<file path="src/rtl/instr_feeder.sv">
// Program buffer feeding the CPU instruction port: loads words, then streams one per clock after a start pulse.
// Run latency: start at T+1, word k at T+2+k. Load backpressure: ld_ready drops once the program is complete or the buffer is full.
module instr_feeder #(
  parameter int          DEPTH    = 256,
  parameter logic [4:0]  HALT_OP  = 5'b00001,
  parameter logic [15:0] NOP_WORD = 16'h0000,
  localparam int         AW       = $clog2(DEPTH),
  localparam int         LW       = AW + 1
) (
  input  logic          clock,
  input  logic          reset,
  input  logic          ld_valid,
  input  logic [15:0]   ld_data,
  input  logic          ld_last,
  output logic          ld_ready,
  input  logic          run,
  input  logic          clr,
  output logic          enable,
  output logic          start,
  output logic [15:0]   i_datain,
  output logic          busy,
  output logic          done,
  output logic [LW-1:0] prog_len
);

  typedef enum logic [2:0] {
    IDLE,
    LOADED,
    START,
    RUN,
    DONE
  } state_t;

  localparam logic [15:0]   HALT_WORD = {HALT_OP, 11'b0};
  localparam logic [LW-1:0] FULL_LEN  = LW'(DEPTH);

  state_t          state;
  logic [15:0]     mem [DEPTH];
  logic [AW-1:0]   wr_ptr;
  logic [LW-1:0]   rd_ptr;
  logic            xfer;
  logic            go_start;
  logic            load_end;
  logic            issue_end;

  assign xfer      = ld_valid && ld_ready;
  assign load_end  = xfer && (ld_last || (prog_len == FULL_LEN - LW'(1)));
  // rd_ptr already points past the word on i_datain, so equality marks the last stored word
  assign issue_end = (i_datain[15:11] == HALT_OP) || (rd_ptr == prog_len);

  always_comb begin
    go_start = 1'b0;
    if (run) begin
      case (state)
        IDLE:         go_start = (prog_len != '0) && !(xfer && ld_last);
        LOADED, DONE: go_start = 1'b1;
        default:      go_start = 1'b0;
      endcase
    end
  end

  always_ff @(posedge clock) begin
    if (xfer && !clr) begin
      mem[wr_ptr] <= ld_data;
    end
  end

  always_ff @(posedge clock or negedge reset) begin
    if (!reset) begin
      state    <= IDLE;
      wr_ptr   <= '0;
      rd_ptr   <= '0;
      prog_len <= '0;
      ld_ready <= 1'b0;
      enable   <= 1'b0;
      start    <= 1'b0;
      i_datain <= NOP_WORD;
      busy     <= 1'b0;
      done     <= 1'b0;
    end else begin
      enable <= 1'b1;
      start  <= 1'b0;
      if (clr) begin
        state    <= IDLE;
        wr_ptr   <= '0;
        rd_ptr   <= '0;
        prog_len <= '0;
        ld_ready <= 1'b1;
        i_datain <= NOP_WORD;
        busy     <= 1'b0;
        done     <= 1'b0;
      end else begin
        if (xfer) begin
          wr_ptr   <= wr_ptr + AW'(1);
          prog_len <= prog_len + LW'(1);
        end
        if (go_start) begin
          state    <= START;
          start    <= 1'b1;
          busy     <= 1'b1;
          done     <= 1'b0;
          ld_ready <= 1'b0;
          rd_ptr   <= '0;
          i_datain <= NOP_WORD;
        end else begin
          case (state)
            IDLE: begin
              ld_ready <= !load_end;
              if (load_end) begin
                state <= LOADED;
              end
            end
            LOADED: begin
              ld_ready <= 1'b0;
            end
            START: begin
              state    <= RUN;
              i_datain <= mem[rd_ptr[AW-1:0]];
              rd_ptr   <= rd_ptr + LW'(1);
            end
            RUN: begin
              if (issue_end) begin
                state    <= DONE;
                i_datain <= HALT_WORD;
                busy     <= 1'b0;
                done     <= 1'b1;
              end else begin
                i_datain <= mem[rd_ptr[AW-1:0]];
                rd_ptr   <= rd_ptr + LW'(1);
              end
            end
            DONE: begin
              i_datain <= HALT_WORD;
              done     <= 1'b1;
            end
            default: begin
              state <= IDLE;
            end
          endcase
        end
      end
    end
  end

endmodule
</file>
<file path="config.mk">
export PLATFORM = sky130hd
export DESIGN_NAME = instr_feeder
export DESIGN_NICKNAME = d
export VERILOG_FILES = /design/src/rtl/instr_feeder.sv
export SDC_FILE = /design/constraint.sdc
export NUM_CORES = 2
export LEC_CHECK = 0
export ABC_AREA = 1
export CAP_MARGIN = 20
export CORE_MARGIN = 10
export CORE_UTILIZATION = 40
export DETAILED_ROUTE_END_ITERATION = 10
export PLACE_DENSITY_LB_ADDON = 0.25
export SYNTH_ARGS = -nofsm -noshare
export SYNTH_HDL_FRONTEND = slang
export SYNTH_SLANG_ARGS = --single-unit
export TNS_END_PERCENT = 1
</file>
<file path="constraint.sdc">
create_clock -name clock -period 3.7 [get_ports clock]
set_input_delay 1.11 -clock clock [delete_from_list [all_inputs] [get_ports clock]]
set_output_delay 1.11 -clock clock [all_outputs]
set_load 0.005 [all_outputs]
</file>
==> impl_metrics.py <==
metrics = {
    "critical_path": {
        "worstRegToRegCells": 15,
        "setup.worst_path.class": "flip-flop to flip-flop",
        "endpoint_kind": "flip-flop",
        "cp-start-kind": "flip-flop",
        "crit_arrival_ps": 4490,
        "cp_max_fo": 87,
        "cp.required_ps": 4620,
    },
    "grt": {
        "grt_start_max_net_pins": 132,
        "grt_pass1_wl_um": 735400,
        "grt_pass1_vias": 105885,
        "overflow": 0,
        "antenna_found_initial": 21,
        "grt_usage_pct": 22.09,
    },
    "cts": {
        "ctsRootBufferMaster": "clkbuf_16",
        "cts_setup_buffers": 0,
        "cts.sinks": 4146,
        "cts_tree": "built",
        "h-tree-depth": 5,
        "clkTransAtPathRegs_ps": 60,
        "ctsHoldBuffers": 0,
        "cts_resized": 0,
        "clkLatencyLatePin_ps": 1010,
        "clk_path_buf_depth": 4,
        "numCtsBuffers": 427,
    },
    "logic_synthesis": {
        "syn_avg_cell_area_um2": 11.64,
        "synthesis.nets": 14491,
        "synth_cells": 14461,
        "synth.top_cell.area_share_pct": 73.08,
        "synth_warnings": 0,
        "ys_seq_area_share_pct": 73.82,
        "ys_ff_latch": 4146,
        "synth_area_leaders": "edfxtp_1 (73%), nor2_1 (7.1%), nand2_1 (5.8%), o21ai_0 (4.4%), nand3_1 (3.6%)",
        "synth_area_um2": 168300,
        "synth_area_leader_cell": "edfxtp_1",
        "synth.distinct_cells": 34,
    },
    "die": {
        "die_x_um": 668.7,
        "rows": 238,
        "dieArea_um2": 447100,
        "fp.coreArea_um2": 419600,
        "ios": 52,
        "start_util_pct": 40.11,
        "die_h_um": 668.7,
    },
    "pwr": {
        "seq_power_share_pct": 40.0,
        "p_switching_mw": 43.96,
        "power.density_nw_per_um2": 666.3,
        "ir_drop_mv": 0.4788,
        "intPower_mw": 86.58,
        "switching_share_pct": 33.68,
        "pwr-share-comb_pct": 27.0,
        "power.share.clock_pct": 32.9,
        "p_leak_nw": 68.29,
    },
    "sta": {
        "setup_viol": 0,
        "final.min_clock_period_ps": 3571,
        "finalHoldViolations": 0,
        "relSlewSlack_pct": 26.09,
        "clock_skew_ps": 87.43,
        "worstMarginPinSlew_ps": 1109,
        "max_freq_ghz": 0.2800,
        "period_share_pct": 96.51,
        "drv_slew": 0,
        "rsz0062_at_grt": "no",
        "setup_tns_ps": 0,
    },
    "route": {
        "vias": 111289,
        "detail-route-antenna-nets": 0,
        "firstDrtPassIters": 8,
        "drt-total-wl_um": 510400,
        "drt_iter0_drc": 14020,
        "drc_errors": 0,
        "viasPerCell": 5.390,
        "wl_per_cell_um": 24.72,
    },
    "flow_run": {
        "maxCapViolCount": 0,
    },
    "status": {
        "status": "complete, no violations",
    },
    "placed_design": {
        "dp_cells": 19864,
        "placed_area_um2": 182000,
        "port_buffers": 51,
        "hpwl_um": 310400,
        "gp_congestion": 0.9099,
    },
    "finish": {
        "drive_gt1_share_pct": 9.610,
        "fillers": 37270,
        "seqCellArea_um2": 124300,
        "final_cells": 20648,
        "area_growth_pct": 16.40,
        "finalNetCount": 14803,
        "stdcell_area_um2": 195900,
        "multi_input_area_um2": 39210,
    },
    "hold_path": {
        "min_path_type": "input pin to async pin",
    },
}
cell usage in the layout, fill, tap and decap left out, types with 16 or more instances in the layout:
cell | Yosys | final
clkbuf_1 | 464 | 85
a21oi_1 | 278 | 278
clkinv_2 | 0 | 74
nand2_1 | 2590 | 2573
or2_2 | 48 | 48
nor2_1 | 3179 | 3167
buf_8 | 0 | 16
o21ai_0 | 1469 | 1469
nand3_1 | 1214 | 1214
clkbuf_16 | 0 | 431
clkinv_1 | 8 | 107
inv_1 | 265 | 263
nand2_2 | 0 | 16
bufinv_16 | 0 | 48
dfrtp_1 | 50 | 45
buf_4 | 6 | 396
o21ai_1 | 81 | 81
edfxtp_1 | 4096 | 4096
o211ai_1 | 196 | 196
clkdlybuf4s50_1 | 0 | 34
buf_12 | 0 | 346
logic make-up after synthesis:
family,Yosys count,synth area share [%]
AOI/OAI and AO/OA,2031,6.340
and+or+nand+nor,7068,16.78
xor gates and xnor gates,11,0.05724
buffers and inverters,1196,2.937
adders and majority gates,8,0.05947
DFF,4146,73.82
other,1,0.002228
sequential cells by signal, summed over array words and instances, names as in the netlist:
name      cells
i_datain     16
wr_ptr        8
state         3
rd_ptr        9
prog_len      9
enable        1
busy          1
start         1
done          1
ld_ready      1
mem        4096
critical path, cell delays in order, from the launching register on:
cell,delay (ps)
dfrtp_4,620
inv_8,390
buf_4,290
buf_12,320
o21ai_0,200
nand3_1,140
nand3_1,160
nand2_1,210
nand3_1,230
nand2_1,410
nand2_1,110
nand2_1,100
inv_2,40
nand2_1,50
nand2_1,60
nand2_1,90
metrics by stage:
step	hold slack, ps	util (%)	setup slack, ps	power, mW
3_5_place_dp	529.9	43.37	179.6	88.19
3_3_place_gp	524.8	43.37	178.3	88.00
2_1_floorplan	472.4	-	366.0	73.53
5_1_grt	211.0	46.69	63.05	136.3
4_1_cts	161.8	46.69	225.5	130.8
6_report	189.4	46.69	129.1	130.5
cell type report:
| class | count | share of cell area [%] |
|---|---|---|
| flip-flops and latches | 4146 | 63.43 |
| clock buffers | 517 | 5.675 |
| clock inverters | 258 | 1.421 |
| inverters | 287 | 0.5748 |
| well taps | 5520 | 3.525 |
| repair buffers | 792 | 5.349 |
| multi-input cells | 9119 | 20.01 |
| diodes | 9 | 0.01150 |
path summary, 6_finish.rpt:
| path | start | endpoint | slack (ps) |
|---|---|---|---|
| worst max-delay path | rd_ptr[0] | i_datain[2] | 130 |
| worst min-delay path | reset | start | 190 |
| worst max register to register | rd_ptr[0] | i_datain[2] | 130 |
| worst min register to register | wr_ptr[2] | wr_ptr[2] | 550 |
| max in group asynchronous | reset | rd_ptr[2] | 2730 |
| min in group clock | ld_data[12] | mem[194][12] | 500 |
synth_stat cells:
library cell,instances
clkinv_1,8
xnor2_1,1
conb_1,1
nand3b_1,1
buf_1,104
inv_1,265
nor4_1,3
or2_2,48
o22ai_1,1
nand4_1,7
nor3_1,14
a221oi_1,1
inv_2,14
o21ai_1,81
a21oi_1,278
nand3_1,1214
clkbuf_1,464
nor2_1,3179
nand2_1,2590
buf_6,2
buf_2,333
a31oi_1,3
and3_1,7
dfrtp_1,50
a31o_2,1
xor2_1,10
buf_4,6
ha_1,8
nor2_2,4
o21ai_0,1469
o211ai_1,196
nor3b_1,1
edfxtp_1,4096
o21a_1,1
power groups by stage:
stage	clock [mW]	sequential (mW)	combinational (mW)
floorplan	0	52.9	20.7
detailed placement	0	53.2	35.0
finish	43.0	52.3	35.3
global placement	0	53.2	34.8
global route	45.5	52.2	38.6
CTS	43.5	52.2	35.1
metal layers:
layer,part of all wire (%),GRT usage [%],up-vias
met1,42,30.79,55000
met2,46,34.43,4431
met5,0.0092,0,-
met3,8.9,4.560,785
met4,3.9,7.827,6
li1,-,-,51067
No activity file was read; power rests on OpenSTA's default activity.
